===== src/rtl/sd_cmd_resp_rx.sv =====
// sd_cmd_resp_rx: SD CMD-line response receiver.
// Hunts for the start bit after a command, deserialises a 48-bit or 136-bit
// response, checks CRC-7, transmission bit and end bit, enforces the NCR
// timeout and presents the payload with a one-cycle done_o pulse.
// Optional feature macro: SD_RESP_RX_BUSY_EN adds R1b busy waiting on DAT0
// (ports dat0_i, wait_busy_i and a BUSY state). Default build leaves it out.
//
// Handshake: start_i is accepted only in IDLE (busy_o=0, done_o=0); from the
// following cycle busy_o stays high until the receive completes, then done_o
// pulses for exactly one clock while busy_o is low. Status and resp_o are
// valid from the done_o cycle and held until the next accepted start_i.
// state_o exposes the FSM state for debug and checkers.

module sd_cmd_resp_rx #(
  parameter int          TIMEOUT_STROBES = 64,
  parameter logic [6:0]  CRC_POLY        = 7'h09
) (
  input  logic          clk_i,
  input  logic          rst_n_i,
  input  logic          bit_stb_i,
  input  logic          cmd_i,
  input  logic          start_i,
  input  logic          long_i,
  input  logic          no_crc_i,
`ifdef SD_RESP_RX_BUSY_EN
  input  logic          dat0_i,
  input  logic          wait_busy_i,
`endif
  output logic          busy_o,
  output logic          done_o,
  output logic [119:0]  resp_o,
  output logic          timeout_o,
  output logic          crc_err_o,
  output logic          frame_err_o,
  output logic [2:0]    state_o
);

  localparam int             TW      = $clog2(TIMEOUT_STROBES + 1);
  localparam logic [TW-1:0]  TO_LAST = TW'(TIMEOUT_STROBES - 1);

  typedef enum logic [2:0] {
    S_IDLE       = 3'd0,
    S_WAIT_START = 3'd1,
    S_RECV       = 3'd2,
    S_DONE       = 3'd3
`ifdef SD_RESP_RX_BUSY_EN
    ,
    S_BUSY       = 3'd4
`endif
  } state_t;

  state_t          state_q;
  state_t          state_d;

  logic            long_q;
  logic            no_crc_q;
`ifdef SD_RESP_RX_BUSY_EN
  logic            wait_busy_q;
`endif

  // bit_cnt_q counts frame bits consumed so far (start bit included)
  logic [7:0]      bit_cnt_q;
  logic [TW-1:0]   to_cnt_q;
  // sr_q[k] holds frame bit k+1 once the end bit arrives
  logic [126:0]    sr_q;
  logic [6:0]      crc_q;

  logic [7:0]      last_idx;
  logic [7:0]      bit_idx;
  logic            crc_fb;
  logic [6:0]      crc_next;
  logic            in_crc_window;

  // Position of the bit currently on the line, counted MSB first
  assign last_idx = long_q ? 8'd135 : 8'd47;
  assign bit_idx  = last_idx - bit_cnt_q;

  // Serial CRC-7 step for the bit currently on the line
  assign crc_fb   = cmd_i ^ crc_q[6];
  assign crc_next = {crc_q[5:0], 1'b0} ^ (crc_fb ? CRC_POLY : 7'h00);

  // Short frames cover bits 47..1 (start bit already folded in as zero);
  // long frames skip the 8-bit header and cover bits 127..1
  assign in_crc_window = (bit_idx != 8'd0) && (!long_q || (bit_idx <= 8'd127));

  assign state_o = state_q;

  // State register
  always_ff @(posedge clk_i or negedge rst_n_i) begin
    if (!rst_n_i) begin
      state_q <= S_IDLE;
    end else begin
      state_q <= state_d;
    end
  end

  // Next-state logic and handshake outputs
  always_comb begin
    state_d = state_q;
    busy_o  = 1'b0;
    done_o  = 1'b0;
    case (state_q)
      S_IDLE: begin
        if (start_i) begin
          state_d = S_WAIT_START;
        end
      end
      S_WAIT_START: begin
        busy_o = 1'b1;
        if (bit_stb_i) begin
          if (!cmd_i) begin
            state_d = S_RECV;
          end else if (to_cnt_q == TO_LAST) begin
            state_d = S_DONE;
          end
        end
      end
      S_RECV: begin
        busy_o = 1'b1;
        if (bit_stb_i && (bit_idx == 8'd0)) begin
`ifdef SD_RESP_RX_BUSY_EN
          state_d = wait_busy_q ? S_BUSY : S_DONE;
`else
          state_d = S_DONE;
`endif
        end
      end
`ifdef SD_RESP_RX_BUSY_EN
      S_BUSY: begin
        busy_o = 1'b1;
        if (bit_stb_i && dat0_i) begin
          state_d = S_DONE;
        end
      end
`endif
      S_DONE: begin
        done_o  = 1'b1;
        state_d = S_IDLE;
      end
      default: begin
        state_d = S_IDLE;
      end
    endcase
  end

  // Datapath: option latches, counters, shift register, CRC and status
  always_ff @(posedge clk_i or negedge rst_n_i) begin
    if (!rst_n_i) begin
      long_q      <= 1'b0;
      no_crc_q    <= 1'b0;
`ifdef SD_RESP_RX_BUSY_EN
      wait_busy_q <= 1'b0;
`endif
      bit_cnt_q   <= 8'd0;
      to_cnt_q    <= '0;
      sr_q        <= '0;
      crc_q       <= 7'd0;
      resp_o      <= 120'd0;
      timeout_o   <= 1'b0;
      crc_err_o   <= 1'b0;
      frame_err_o <= 1'b0;
    end else begin
      case (state_q)
        S_IDLE: begin
          if (start_i) begin
            long_q      <= long_i;
            no_crc_q    <= no_crc_i;
`ifdef SD_RESP_RX_BUSY_EN
            wait_busy_q <= wait_busy_i;
`endif
            bit_cnt_q   <= 8'd0;
            to_cnt_q    <= '0;
            sr_q        <= '0;
            crc_q       <= 7'd0;
            resp_o      <= 120'd0;
            timeout_o   <= 1'b0;
            crc_err_o   <= 1'b0;
            frame_err_o <= 1'b0;
          end
        end
        S_WAIT_START: begin
          if (bit_stb_i) begin
            if (!cmd_i) begin
              // Start bit consumed; it would feed a zero into a cleared CRC
              bit_cnt_q <= 8'd1;
              crc_q     <= 7'd0;
            end else begin
              to_cnt_q <= to_cnt_q + TW'(1);
              if (to_cnt_q == TO_LAST) begin
                timeout_o <= 1'b1;
              end
            end
          end
        end
        S_RECV: begin
          if (bit_stb_i) begin
            bit_cnt_q <= bit_cnt_q + 8'd1;
            if (bit_idx != 8'd0) begin
              sr_q <= {sr_q[125:0], cmd_i};
            end
            if (in_crc_window) begin
              crc_q <= crc_next;
            end
            // Transmission bit directly follows the start bit
            if ((bit_cnt_q == 8'd1) && cmd_i) begin
              frame_err_o <= 1'b1;
            end
            // Last received CRC bit: remainder must be zero
            if ((bit_idx == 8'd1) && !no_crc_q && (crc_next != 7'd0)) begin
              crc_err_o <= 1'b1;
            end
            if (bit_idx == 8'd0) begin
              if (!cmd_i) begin
                frame_err_o <= 1'b1;
              end
              resp_o <= long_q ? sr_q[126:7] : {82'd0, sr_q[44:7]};
            end
          end
        end
        default: begin
        end
      endcase
    end
  end

endmodule

===== config.mk =====
export PLATFORM = sky130hd
export DESIGN_NAME = sd_cmd_resp_rx
export DESIGN_NICKNAME = d
export VERILOG_FILES = /design/src/rtl/sd_cmd_resp_rx.sv
export SDC_FILE = /design/constraint.sdc
export NUM_CORES = 1
export LEC_CHECK = 0
export BUFFER_PORTS_ARGS = -buffer_cell sky130_fd_sc_hd__buf_2
export CORE_UTILIZATION = 50
export CTS_CLUSTER_SIZE = 10
export DETAILED_ROUTE_END_ITERATION = 7
export GPL_TIMING_DRIVEN = 0
export PLACE_DENSITY = 0.69
export SYNTH_ARGS = -nofsm -noshare
export SYNTH_HDL_FRONTEND = slang
export SYNTH_SLANG_ARGS = --single-unit

===== constraint.sdc =====
create_clock -name clk_i -period 7.8 [get_ports clk_i]
set_input_delay 1.56 -clock clk_i [delete_from_list [all_inputs] [get_ports clk_i]]
set_output_delay 1.56 -clock clk_i [all_outputs]
set_load 0.03 [all_outputs]

==> flow_metrics.env, run 1 <==
export IMPL_outcome="finished, final reports clean"
export IMPL_num_vias=12820
export IMPL_cap_violations=0
export IMPL_setup_viol=0
export IMPL_num_io_pins=135
export IMPL_area_growth_pct=15.67
export IMPL_finish_net_count=1699
export IMPL_yosysSeqAreaShare=0.4944
export IMPL_startpoint_type="flip-flop"
export IMPL_drt_vias_per_instance=6.213
export IMPL_crit_family="buffers and inverters"
export IMPL_holdBufCountCts=0
export IMPL_nFillCells=2385
export IMPL_grt_pass1_wl_um=65360
export IMPL_grt_setup_unrepaired="false"
export IMPL_dieHeight_um=169.2
export IMPL_netlist_instances=1510
export IMPL_finalHoldViolCount=0
export IMPL_core_area_um2=27180
export IMPL_slew_headroom=0.05347
export IMPL_root_buffer="clkbuf_16"
export IMPL_ys_warn_count=0
export IMPL_placed_cells=2016
export IMPL_wl_um=40160
export IMPL_place_gp_congestion=0.8444
export IMPL_hpwl_um=27330
export IMPL_htreeDepth=2
export IMPL_grt_total_usage=0.2838
export IMPL_critPathSlowestCell="o211ai_1"
export IMPL_ant_nets=0
export IMPL_cts_buffer_depth=3
export IMPL_leakage_nw=7.089
export IMPL_post_cts_buffers=0
export IMPL_cts_made_buffers=34
export IMPL_powerDensity_nw_per_um2=336.3
export IMPL_synth_avg_cell_area_um2=9.251
export IMPL_die_area_um2=28610
export IMPL_timing_fmax_ghz=0.2532
export IMPL_antenna_found_initial=0
export IMPL_wl_met1_um=18060
export IMPL_multi_input_area_um2=6309
export IMPL_crit_path_end_kind="flip-flop"
export IMPL_slew_viol_final=0
export IMPL_worstHoldPathType="flip-flop to flip-flop"
export IMPL_slowest_delay_ns=1.22
export IMPL_cts_tree="done"
export IMPL_ff_latch_area_um2=6907
export IMPL_synth_cell_types=48
export IMPL_drive_gt1_frac=0.1336
export IMPL_first_iter_violations=1245
export IMPL_overflow=0
export IMPL_syn_area_um2=13970
export IMPL_dr_pass1_iters=5
export IMPL_setup_tns_final_ns=0
export IMPL_insertion_delay_ns=0.51
export IMPL_num_rows=60
export IMPL_required_ns=8.16
export IMPL_grt_pass1_vias=12120
export IMPL_fp_dieW_um=169.2
export IMPL_hold_worst_slack_ns=0.4997
export IMPL_final_core_util=0.5946
export IMPL_routedWlPerCell_um=19.45
export IMPL_finalCriticalPeriod_ns=3.950
export IMPL_cts_sinks=276
export IMPL_final_common_cell="nand2_1"
export IMPL_n_antenna_cell=0
export IMPL_crit_buf_inv=5
export IMPL_drc_errors=0
export IMPL_min_period_over_period=0.5064
export IMPL_ir_drop_uv=198.2
export IMPL_worstPathMaxFanout=10
export IMPL_portBuffers=132
export IMPL_routed_wl_met2_um=18110
export IMPL_synth_net_count=1529
export IMPL_grt_max_degree=113
export IMPL_ys_ff_latch=276
export IMPL_crit_type="flip-flop to flip-flop"
export IMPL_cp_cell_sequence="inv_1 > ha_1 > clkbuf_1 > o211ai_1 > buf_2 > buf_2 > clkbuf_1 > nand2_1 > o311ai_0"
export IMPL_finalNonFillerCells=2064
export IMPL_top_layer="met4"
export IMPL_synth_edf_count=0
export IMPL_cp_arrival_ns=4.31
export IMPL_mostFrequentLayoutCells="386 x nand2_1, 276 x dfrtp_1, 167 x buf_2"
export IMPL_met3WireLength_um=2422
export IMPL_synth_main_ff_cell="dfrtp_1"
export IMPL_cts_resized=0
export IMPL_initial_utilization=0.5140
export IMPL_worst_pin_slew_ns=1.414
export IMPL_clk_pin_slew_ns=0.06
export IMPL_finClkSkew_ns=0.009940
export IMPL_ys_async_sr_fraction=1.000
cell families after synthesis:
group / share of synthesized area
xor+xnor: 0.006181
fa+ha+maj: 0.01075
mux: 0.005284
other cells: 0.0002684
buf+inv: 0.05401
simple gates: 0.2145
compound gates: 0.2146
flops: 0.4944
registers in the layout, indices dropped and copies added, names as in the netlist:
register     flops
state_o          2
frame_err_o      1
timeout_o        1
no_crc_q         1
to_cnt_q         7
bit_cnt_q        8
crc_q            7
sr_q           127
crc_err_o        1
long_q           1
resp_o         120
path summary, 6_finish.rpt:
path                                             start                      end  slack (ns)  depth (start not counted)
worst max-delay path            state_o[0]$_DFFE_PN0P_     sr_q[63]$_DFFE_PN0P_        3.85                          9
worst min register to register  resp_o[36]$_DFFE_PN0P_   resp_o[36]$_DFFE_PN0P_        0.50                          2
max in group asynchronous                      rst_n_i   resp_o[74]$_DFFE_PN0P_        5.80                          2
worst max register to register  state_o[0]$_DFFE_PN0P_     sr_q[63]$_DFFE_PN0P_        3.85                          9
min in group asynchronous                      rst_n_i  to_cnt_q[5]$_DFFE_PN0P_        0.99                          1
worst min-delay path            resp_o[36]$_DFFE_PN0P_   resp_o[36]$_DFFE_PN0P_        0.50                          2
worst reg2reg max path, delay by kind of cell (launching register included):
family | cells | cell delay [ns]
AND/OR/NAND/NOR | 1 | 0.12
AO/OA/AOI/OAI | 2 | 1.34
flip-flops | 1 | 0.43
buffers and inverters | 5 | 1.71
adder cells (fa/ha/maj) | 1 | 0.21
cell usage after synthesis, types with 2 or more instances:
cell | instances | area share
xnor2_1 | 5 | 0.0031
a31oi_1 | 4 | 0.0018
nor3_1 | 5 | 0.0018
nor4_1 | 2 | 0.00090
dfrtp_1 | 276 | 0.49
and3_1 | 6 | 0.0027
xor2_1 | 3 | 0.0019
nand3_1 | 43 | 0.015
ha_1 | 12 | 0.011
nor2_1 | 22 | 0.0059
o311ai_1 | 84 | 0.053
nor2b_1 | 3 | 0.0013
a211oi_1 | 3 | 0.0016
buf_6 | 7 | 0.0056
a21oi_1 | 87 | 0.031
inv_1 | 10 | 0.0027
buf_4 | 2 | 0.0011
nand3b_1 | 2 | 0.0011
mux2_2 | 3 | 0.0024
o311ai_0 | 34 | 0.021
clkbuf_1 | 113 | 0.030
or3_1 | 125 | 0.056
o211ai_1 | 50 | 0.027
o21ai_0 | 17 | 0.0061
a221o_1 | 82 | 0.059
a21o_1 | 3 | 0.0016
a22o_1 | 10 | 0.0063
nand2b_1 | 4 | 0.0018
nand2_1 | 386 | 0.10
buf_1 | 5 | 0.0013
mux2i_1 | 4 | 0.0029
nand4_1 | 46 | 0.021
nor3b_1 | 2 | 0.0011
buf_2 | 36 | 0.013
metrics by stage:
step / power [W] / setup WS [ns] / cell area, um^2
finish: 0.005435 / 3.850 / 16160
global route: 0.005714 / 3.697 / 16160
CTS: 0.005437 / 3.924 / 16160
detailed placement: 0.003970 / 3.661 / 15160
global placement: 0.003933 / -0.1057 / 15100
floorplan: 0.003146 / 4.838 / 13970
final cells by class:
cell class                 instances  area share
tap                              372     0.02881
buffer                           163     0.04437
inverter                          10    0.002323
sequential                       276      0.4274
clock buffer                      48     0.06172
multi-input combinational       1061      0.3904
timing repair buffer             134     0.04491
power by group:
group | total (W) | internal, W | switching, W
combinational | 0.00234 | 0.000474 | 0.00186
sequential | 0.00164 | 0.00154 | 0.0000997
clock | 0.00146 | 0.000876 | 0.000581
layer usage:
metal,vias to the layer above,track usage
met5,-,0
met4,0,0.1132
met3,99,0.04058
met2,463,0.4368
met1,6305,0.4047
li1,5956,-
Power figures use the tool's default switching activity.
==> run 2: changes to the inputs <==
--- a/config.mk
+++ b/config.mk
@@ -10,7 +10,7 @@
 export CTS_CLUSTER_SIZE = 10
 export DETAILED_ROUTE_END_ITERATION = 7
 export GPL_TIMING_DRIVEN = 0
-export PLACE_DENSITY = 0.69
+export PLACE_DENSITY = 0.72
 export SYNTH_ARGS = -nofsm -noshare
 export SYNTH_HDL_FRONTEND = slang
 export SYNTH_SLANG_ARGS = --single-unit
==> constraint.sdc (replaced) <==
create_clock -name clk_i -period 3.5 [get_ports clk_i]
set_input_delay 0.7 -clock clk_i [delete_from_list [all_inputs] [get_ports clk_i]]
set_output_delay 0.7 -clock clk_i [all_outputs]
set_load 0.03 [all_outputs]
==> run 2 against run 1 <==
- final cell count barely moved
- hold slack got worse by 0.39 ns
- total power up 120%
- critical path depth rose by 1
- critical path type unchanged
==> flow_metrics.env, run 2 (synthesis gave the netlist of run 1 again) <==
export IMPL_outcome="finished, final reports clean"
export IMPL_r2r_start="long_q$_DFFE_PN0P_"
export IMPL_regMostFlops="sr_q"
export IMPL_routedWlPerCell_um=19.29
export IMPL_cts_tree="done"
export IMPL_dr_pass1_iters=5
export IMPL_crit_type="flip-flop to flip-flop"
export IMPL_insertion_delay_ns=0.51
export IMPL_overflow=0
export IMPL_reg_largest_list="sr_q (127), resp_o (120), bit_cnt_q (8)"
export IMPL_drive_gt1_frac=0.1352
export IMPL_slew_viol_final=0
export IMPL_hpwl_um=26880
export IMPL_mostFrequentLayoutCells="386 x nand2_1, 276 x dfrtp_1, 167 x buf_2"
export IMPL_num_io_pins=135
export IMPL_cp_common_cell="buf_2"
export IMPL_largest_reg_flops=127
export IMPL_wl_um=39860
export IMPL_grt_pass1_wl_um=64360
export IMPL_rrSetupSlack_ns=0.18
export IMPL_slowest_delay_ns=0.49
export IMPL_critPathSlowestCell="dfrtp_1"
export IMPL_num_rows=60
export IMPL_cts_buffer_depth=3
export IMPL_grt_pass1_vias=12070
export IMPL_p_sw_w=0.005673
export IMPL_leakage_nw=7.096
export IMPL_cp_arrival_ns=3.75
export IMPL_crit_family="buffers and inverters"
export IMPL_holdBufCountCts=0
export IMPL_nFillCells=2388
export IMPL_first_iter_violations=1182
export IMPL_ir_drop_uv=520.3
export IMPL_powerDensity_nw_per_um2=748.7
export IMPL_cap_violations=0
export IMPL_grt_max_degree=114
export IMPL_num_vias=12800
export IMPL_root_buffer="clkbuf_16"
export IMPL_initial_utilization=0.5140
export IMPL_clk_pin_slew_ns=0.06
export IMPL_required_ns=3.93
export IMPL_worstHoldPathType="input port to asynchronous set/reset pin"
export IMPL_drc_errors=0
export IMPL_regToRegEndpoint="resp_o[11]$_DFFE_PN0P_"
export IMPL_place_gp_congestion=0.8637
export IMPL_portBuffers=132
export IMPL_crit_path_end_kind="flip-flop"
export IMPL_cts_made_buffers=34
export IMPL_p_comb_frac=0.431
export IMPL_drt_vias_per_instance=6.197
export IMPL_p_seq_frac=0.302
export IMPL_finalHoldViolCount=0
export IMPL_power_w=0.01210
export IMPL_cts_sinks=276
export IMPL_worstPathMaxFanout=10
export IMPL_finClkSkew_ns=0.009821
export IMPL_internal_power_w=0.006431
export IMPL_setup_viol=0
export IMPL_min_period_over_period=0.9473
export IMPL_final_core_util=0.5949
export IMPL_crit_buf_inv=4
export IMPL_area_growth_pct=15.73
export IMPL_p_sw_frac=0.4687
export IMPL_dieHeight_um=169.2
export IMPL_finalCriticalPeriod_ns=3.316
export IMPL_htreeDepth=2
export IMPL_n_antenna_cell=0
export IMPL_grt_total_usage=0.2814
export IMPL_startpoint_type="flip-flop"
export IMPL_grt_setup_unrepaired="false"
export IMPL_finish_net_count=1700
export IMPL_core_area_um2=27180
export IMPL_final_common_cell="nand2_1"
export IMPL_worst_pin_slew_ns=0.8226
export IMPL_fp_dieW_um=169.2
export IMPL_slew_headroom=0.4489
export IMPL_pwr_share_clk=0.267
export IMPL_cp_cell_sequence="inv_1 > ha_1 > nor3b_1 > o21ai_0 > and3_1 > buf_2 > buf_2 > clkbuf_1 > nand4_1 > nand3_1"
export IMPL_timing_fmax_ghz=0.3016
export IMPL_ant_nets=0
export IMPL_die_area_um2=28610
export IMPL_reg2regPathDepth=10
export IMPL_antenna_found_initial=0
## run 2: changes by cell type in the layout (fill, tap and decap cells not counted)
cell / change
buf_1: -1
buf_4: +1
clkbuf_1: +1
clkbuf_2: +2
clkbuf_8: -1
nand3_1: -1
nand3_2: +1
## run 2: power groups by stage
stage,Clock (W),Combinational (W),Sequential [W]
finish,0.00323,0.00522,0.00366
global route,0.00339,0.00560,0.00369
CTS,0.00327,0.00513,0.00365
detailed placement,0,0.00510,0.00371
global placement,0,0.00504,0.00370
floorplan,0,0.00299,0.00402
## run 2: worst register-to-register path: stages, from the launching register on
cell and delay, ns:
dfrtp_1 0.49, inv_1 0.16, ha_1 0.37, nor3b_1 0.16
o21ai_0 0.33, and3_1 0.26, buf_2 0.34, buf_2 0.40
clkbuf_1 0.41, nand4_1 0.20, nand3_1 0.13
## run 2: cell type report
class | instances | area, um^2 | area share
plain buffers | 163 | 719.4 | 0.04450
clock buffers | 49 | 991.0 | 0.06130
inverters | 10 | 37.54 | 0.002322
multi-input cells | 1061 | 6314 | 0.3905
flip-flops and latches | 276 | 6907 | 0.4272
well taps | 372 | 465.4 | 0.02879
repair buffers | 135 | 733.2 | 0.04535
## run 2: metrics by stage
stage | hold slack (ns) | setup WS, ns | instances | TNS [ns] | area [um^2]
after floorplan | 0.4044 | 0.9310 | 1510 | 0 | 13970
after global routing | 0.1448 | 0.01772 | 2066 | 0 | 16170
after detailed placement | 0.4825 | -0.4756 | 2016 | -79.60 | 15160
after CTS | 0.1191 | 0.1394 | 2066 | 0 | 16160
after global placement | 0.4815 | -3.445 | 2014 | -991.46 | 15100
final | 0.1088 | 0.1844 | 2066 | 0 | 16170
## run 2: per-layer routing
metal | vias up | track usage | wire, um
met3 | 77 | 0.05317 | 2885
li1 | 5981 | - | -
met4 | 0 | 0.1069 | 1258
met5 | - | 0 | 0
met2 | 484 | 0.4294 | 17910
met1 | 6261 | 0.3985 | 17800
## run 2: what timing repair did
action / 4_1_cts / 5_1_grt
setup buffers: 1 / 0
resized for setup: 0 / 4
setup endpoints to repair: 230 / 37
pin swaps: 1 / 0
gates cloned: 0 / 0
## run 2: worst max path at each step
stage,startpoint,end,slack [ns],cells after the start
CTS,long_q$_DFFE_PN0P_,sr_q[106]$_DFFE_PN0P_,0.14,9
floorplan,long_q$_DFFE_PN0P_,resp_o[100]$_DFFE_PN0P_,0.93,9
detailed placement,state_o[0]$_DFFE_PN0P_,resp_o[73]$_DFFE_PN0P_,-0.48,8
finish,long_q$_DFFE_PN0P_,resp_o[11]$_DFFE_PN0P_,0.18,10
global route,long_q$_DFFE_PN0P_,resp_o[24]$_DFFE_PN0P_,0.02,11
global placement,rst_n_i,resp_o[18]$_DFFE_PN0P_,-3.45,1
==> run 3: changes to the inputs <==
--- a/config.mk
+++ b/config.mk
@@ -5,8 +5,10 @@
 export SDC_FILE = /design/constraint.sdc
 export NUM_CORES = 1
 export LEC_CHECK = 0
+export ABC_AREA = 1
 export BUFFER_PORTS_ARGS = -buffer_cell sky130_fd_sc_hd__buf_2
 export CORE_UTILIZATION = 50
+export CTS_BUF_LIST = sky130_fd_sc_hd__clkbuf_2 sky130_fd_sc_hd__clkbuf_4 sky130_fd_sc_hd__clkbuf_8
 export CTS_CLUSTER_SIZE = 10
 export DETAILED_ROUTE_END_ITERATION = 7
 export GPL_TIMING_DRIVEN = 0
==> run 3 against run 2 <==
- maximum frequency grew 2.3%
- clock skew is 0.019 ns higher
- critical path depth is 2 higher
- hold slack gained 0.024 ns
==> flow_metrics.env, run 3 <==
export IMPL_drc_errors=0
export IMPL_outcome="finished, final reports clean"
export IMPL_grt_total_usage=0.2410
export IMPL_crit_path_end_kind="flip-flop"
export IMPL_mostFrequentLayoutCells="697 x nand2_1, 276 x dfrtp_1, 157 x buf_2"
export IMPL_dieHeight_um=160.4
export IMPL_reg_largest_list="sr_q (127), resp_o (120), bit_cnt_q (8)"
export IMPL_ys_ff_latch=276
export IMPL_leakage_nw=8.197
export IMPL_p_sw_frac=0.4274
export IMPL_yosysTopAreaCellShare=0.5506
export IMPL_n_antenna_cell=0
export IMPL_reg2regPathDepth=12
export IMPL_cp_arrival_ns=3.68
export IMPL_min_period_over_period=0.9263
export IMPL_synth_net_count=1576
export IMPL_ant_nets=0
export IMPL_place_gp_congestion=0.8269
export IMPL_critPathLaunch="long_q$_DFFE_PN0P_"
export IMPL_cts_tree="done"
export IMPL_multi_input_area_um2=4996
export IMPL_routedWlPerCell_um=14.41
export IMPL_startpoint_type="flip-flop"
export IMPL_ff_latch_area_um2=6907
export IMPL_cap_violations=0
export IMPL_holdBufCountCts=0
export IMPL_final_core_util=0.5998
export IMPL_hpwl_um=20270
export IMPL_cts_made_buffers=46
export IMPL_finalCriticalPeriod_ns=3.242
export IMPL_pwr_share_clk=0.297
export IMPL_finish_net_count=1761
export IMPL_die_area_um2=25720
export IMPL_initial_utilization=0.5128
export IMPL_power_w=0.009956
export IMPL_worst_pin_slew_ns=1.118
export IMPL_yosysSeqAreaShare=0.5506
export IMPL_syn_area_um2=12540
export IMPL_setup_viol=0
export IMPL_crit_type="flip-flop to flip-flop"
export IMPL_insertion_delay_ns=0.57
export IMPL_root_buffer="clkbuf_8"
export IMPL_netlist_instances=1557
export IMPL_finalHoldViolCount=0
export IMPL_synth_edf_count=0
export IMPL_yosysTopAreaCell="dfrtp_1"
export IMPL_synth_cell_types=32
export IMPL_internal_power_w=0.005700
export IMPL_finClkSkew_ns=0.02909
export IMPL_portBuffers=133
export IMPL_htreeDepth=2
export IMPL_dr_pass1_iters=5
export IMPL_drive_gt1_frac=0.1458
export IMPL_drt_vias_per_instance=5.174
export IMPL_worstHoldPathType="input port to asynchronous set/reset pin"
export IMPL_ys_top_cells_by_area="dfrtp_1 55%, nand2_1 21%, nand4_1 6.0%"
export IMPL_num_rows=57
export IMPL_overflow=0
export IMPL_final_common_cell="nand2_1"
export IMPL_antenna_found_initial=0
export IMPL_grt_pass1_vias=10200
export IMPL_r2r_start="long_q$_DFFE_PN0P_"
export IMPL_slew_headroom=0.2543
export IMPL_core_area_um2=24460
export IMPL_wl_um=30170
export IMPL_p_sw_w=0.004255
export IMPL_synth_avg_cell_area_um2=8.056
export IMPL_p_seq_frac=0.337
export IMPL_powerDensity_nw_per_um2=678.5
export IMPL_required_ns=3.94
export IMPL_num_vias=10830
export IMPL_ir_drop_uv=309.0
export IMPL_nFillCells=2189
export IMPL_ys_top_cells_by_count="697 x nand2_1, 276 x dfrtp_1, 121 x nand4_1"
export IMPL_p_comb_frac=0.367
export IMPL_grt_max_degree=120
export IMPL_fp_dieW_um=160.4
export IMPL_area_growth_pct=16.98
export IMPL_synth_main_ff_cell="dfrtp_1"
export IMPL_first_iter_violations=845
export IMPL_largest_reg_flops=127
export IMPL_regMostFlops="sr_q"
export IMPL_timing_fmax_ghz=0.3085
export IMPL_ys_warn_count=0
export IMPL_grt_pass1_wl_um=50490
export IMPL_cts_sinks=276
export IMPL_synth_most_common_cell="nand2_1"
export IMPL_clk_pin_slew_ns=0.06
export IMPL_num_io_pins=135
export IMPL_slew_viol_final=0
export IMPL_worstPathMaxFanout=10
export IMPL_ys_async_sr_fraction=1.000
export IMPL_cts_buffer_depth=3
[run 3: changes by cell type in the layout (fill, tap and decap cells not counted), moves of 75 or more]
cell	previous run	this run
nand2_1	386	697
or3_1	125	0
a221o_1	82	0
o311ai_1	84	0
nand4_1	46	121
nor2_1	22	107
[run 3: worst max-delay path, stage by stage, from the launching register on]
cell        delay, ns
dfrtp_1          0.51
clkinvlp_4       0.19
clkbuf_1         0.24
ha_1             0.40
or2_1            0.25
a21oi_2          0.18
nand4_2          0.28
nand2_2          0.29
nand2_1          0.11
buf_2            0.28
buf_2            0.25
nand2_1          0.09
nand2_1          0.05
[run 3: final cells by class]
type,count,share of cell area
flip-flops and latches,276,0.4707
multi-input cells,1122,0.3405
clock buffers,73,0.06378
repair buffers,138,0.05133
plain buffers,116,0.03343
well taps,324,0.02763
inverters,42,0.01100
clock inverters,3,0.001620
[run 3: path summary, 6_finish.rpt]
path | end | slack [ns]
worst max-delay path | resp_o[46]$_DFFE_PN0P_ | 0.26
worst min-delay path | resp_o[13]$_DFFE_PN0P_ | 0.13
worst max register to register | resp_o[46]$_DFFE_PN0P_ | 0.26
worst min register to register | resp_o[47]$_DFFE_PN0P_ | 0.46
max in group asynchronous | resp_o[93]$_DFFE_PN0P_ | 2.31
min in group clk_i | no_crc_q$_DFFE_PN0P_ | 0.42
[run 3: power groups by stage]
| stage | logic, W | clock network, W | registers, W |
|---|---|---|---|
| floorplan | 0.00245 | 0 | 0.00342 |
| global placement | 0.00351 | 0 | 0.00340 |
| detailed placement | 0.00357 | 0 | 0.00340 |
| CTS | 0.00360 | 0.00300 | 0.00335 |
| global route | 0.00403 | 0.00315 | 0.00336 |
| finish | 0.00365 | 0.00295 | 0.00335 |
[run 3: cell families (layout without fill, tap and decap cells)]
family	after synthesis	after routing	share of synthesized area
and+or+nand+nor	1077	1077	0.3705
DFF	276	276	0.5506
buffers and inverters	159	372	0.05167
AOI/OAI and AO/OA	29	29	0.01267
adders and majority gates	12	12	0.01197
xor gates and xnor gates	2	2	0.001397
other	1	1	0.0002990
muxes	1	1	0.0008977
[run 3: routing by layer]
metal  vias to the layer above  track usage  part of all wire
met4                         0      0.07403             0.022
met1                      5077       0.3430              0.47
met2                       307       0.3808              0.45
met3                        56      0.03771             0.052
met5                         -            0                 0
li1                       5394            -                 -
[run 3: what timing repair did]
item | CTS | global route
setup endpoints to repair | 236 | 202
buffers inserted | 0 | 3
gates resized for setup | 4 | 0
[run 3: per-stage QoR]
stage / setup slack, ns / hold slack [ns] / setup TNS, ns / cells / area (um^2)
after global placement: -3.320 / 0.4492 / -938.10 / 2014 / 13610
after global routing: -0.01834 / 0.1855 / -0.03465 / 2094 / 14670
after CTS: 0.02302 / 0.1626 / 0 / 2091 / 14650
after floorplan: 0.8216 / 0.4044 / 0 / 1557 / 12540
after detailed placement: -0.3482 / 0.4527 / -49.26 / 2016 / 13680
final: 0.2580 / 0.1324 / 0 / 2094 / 14670
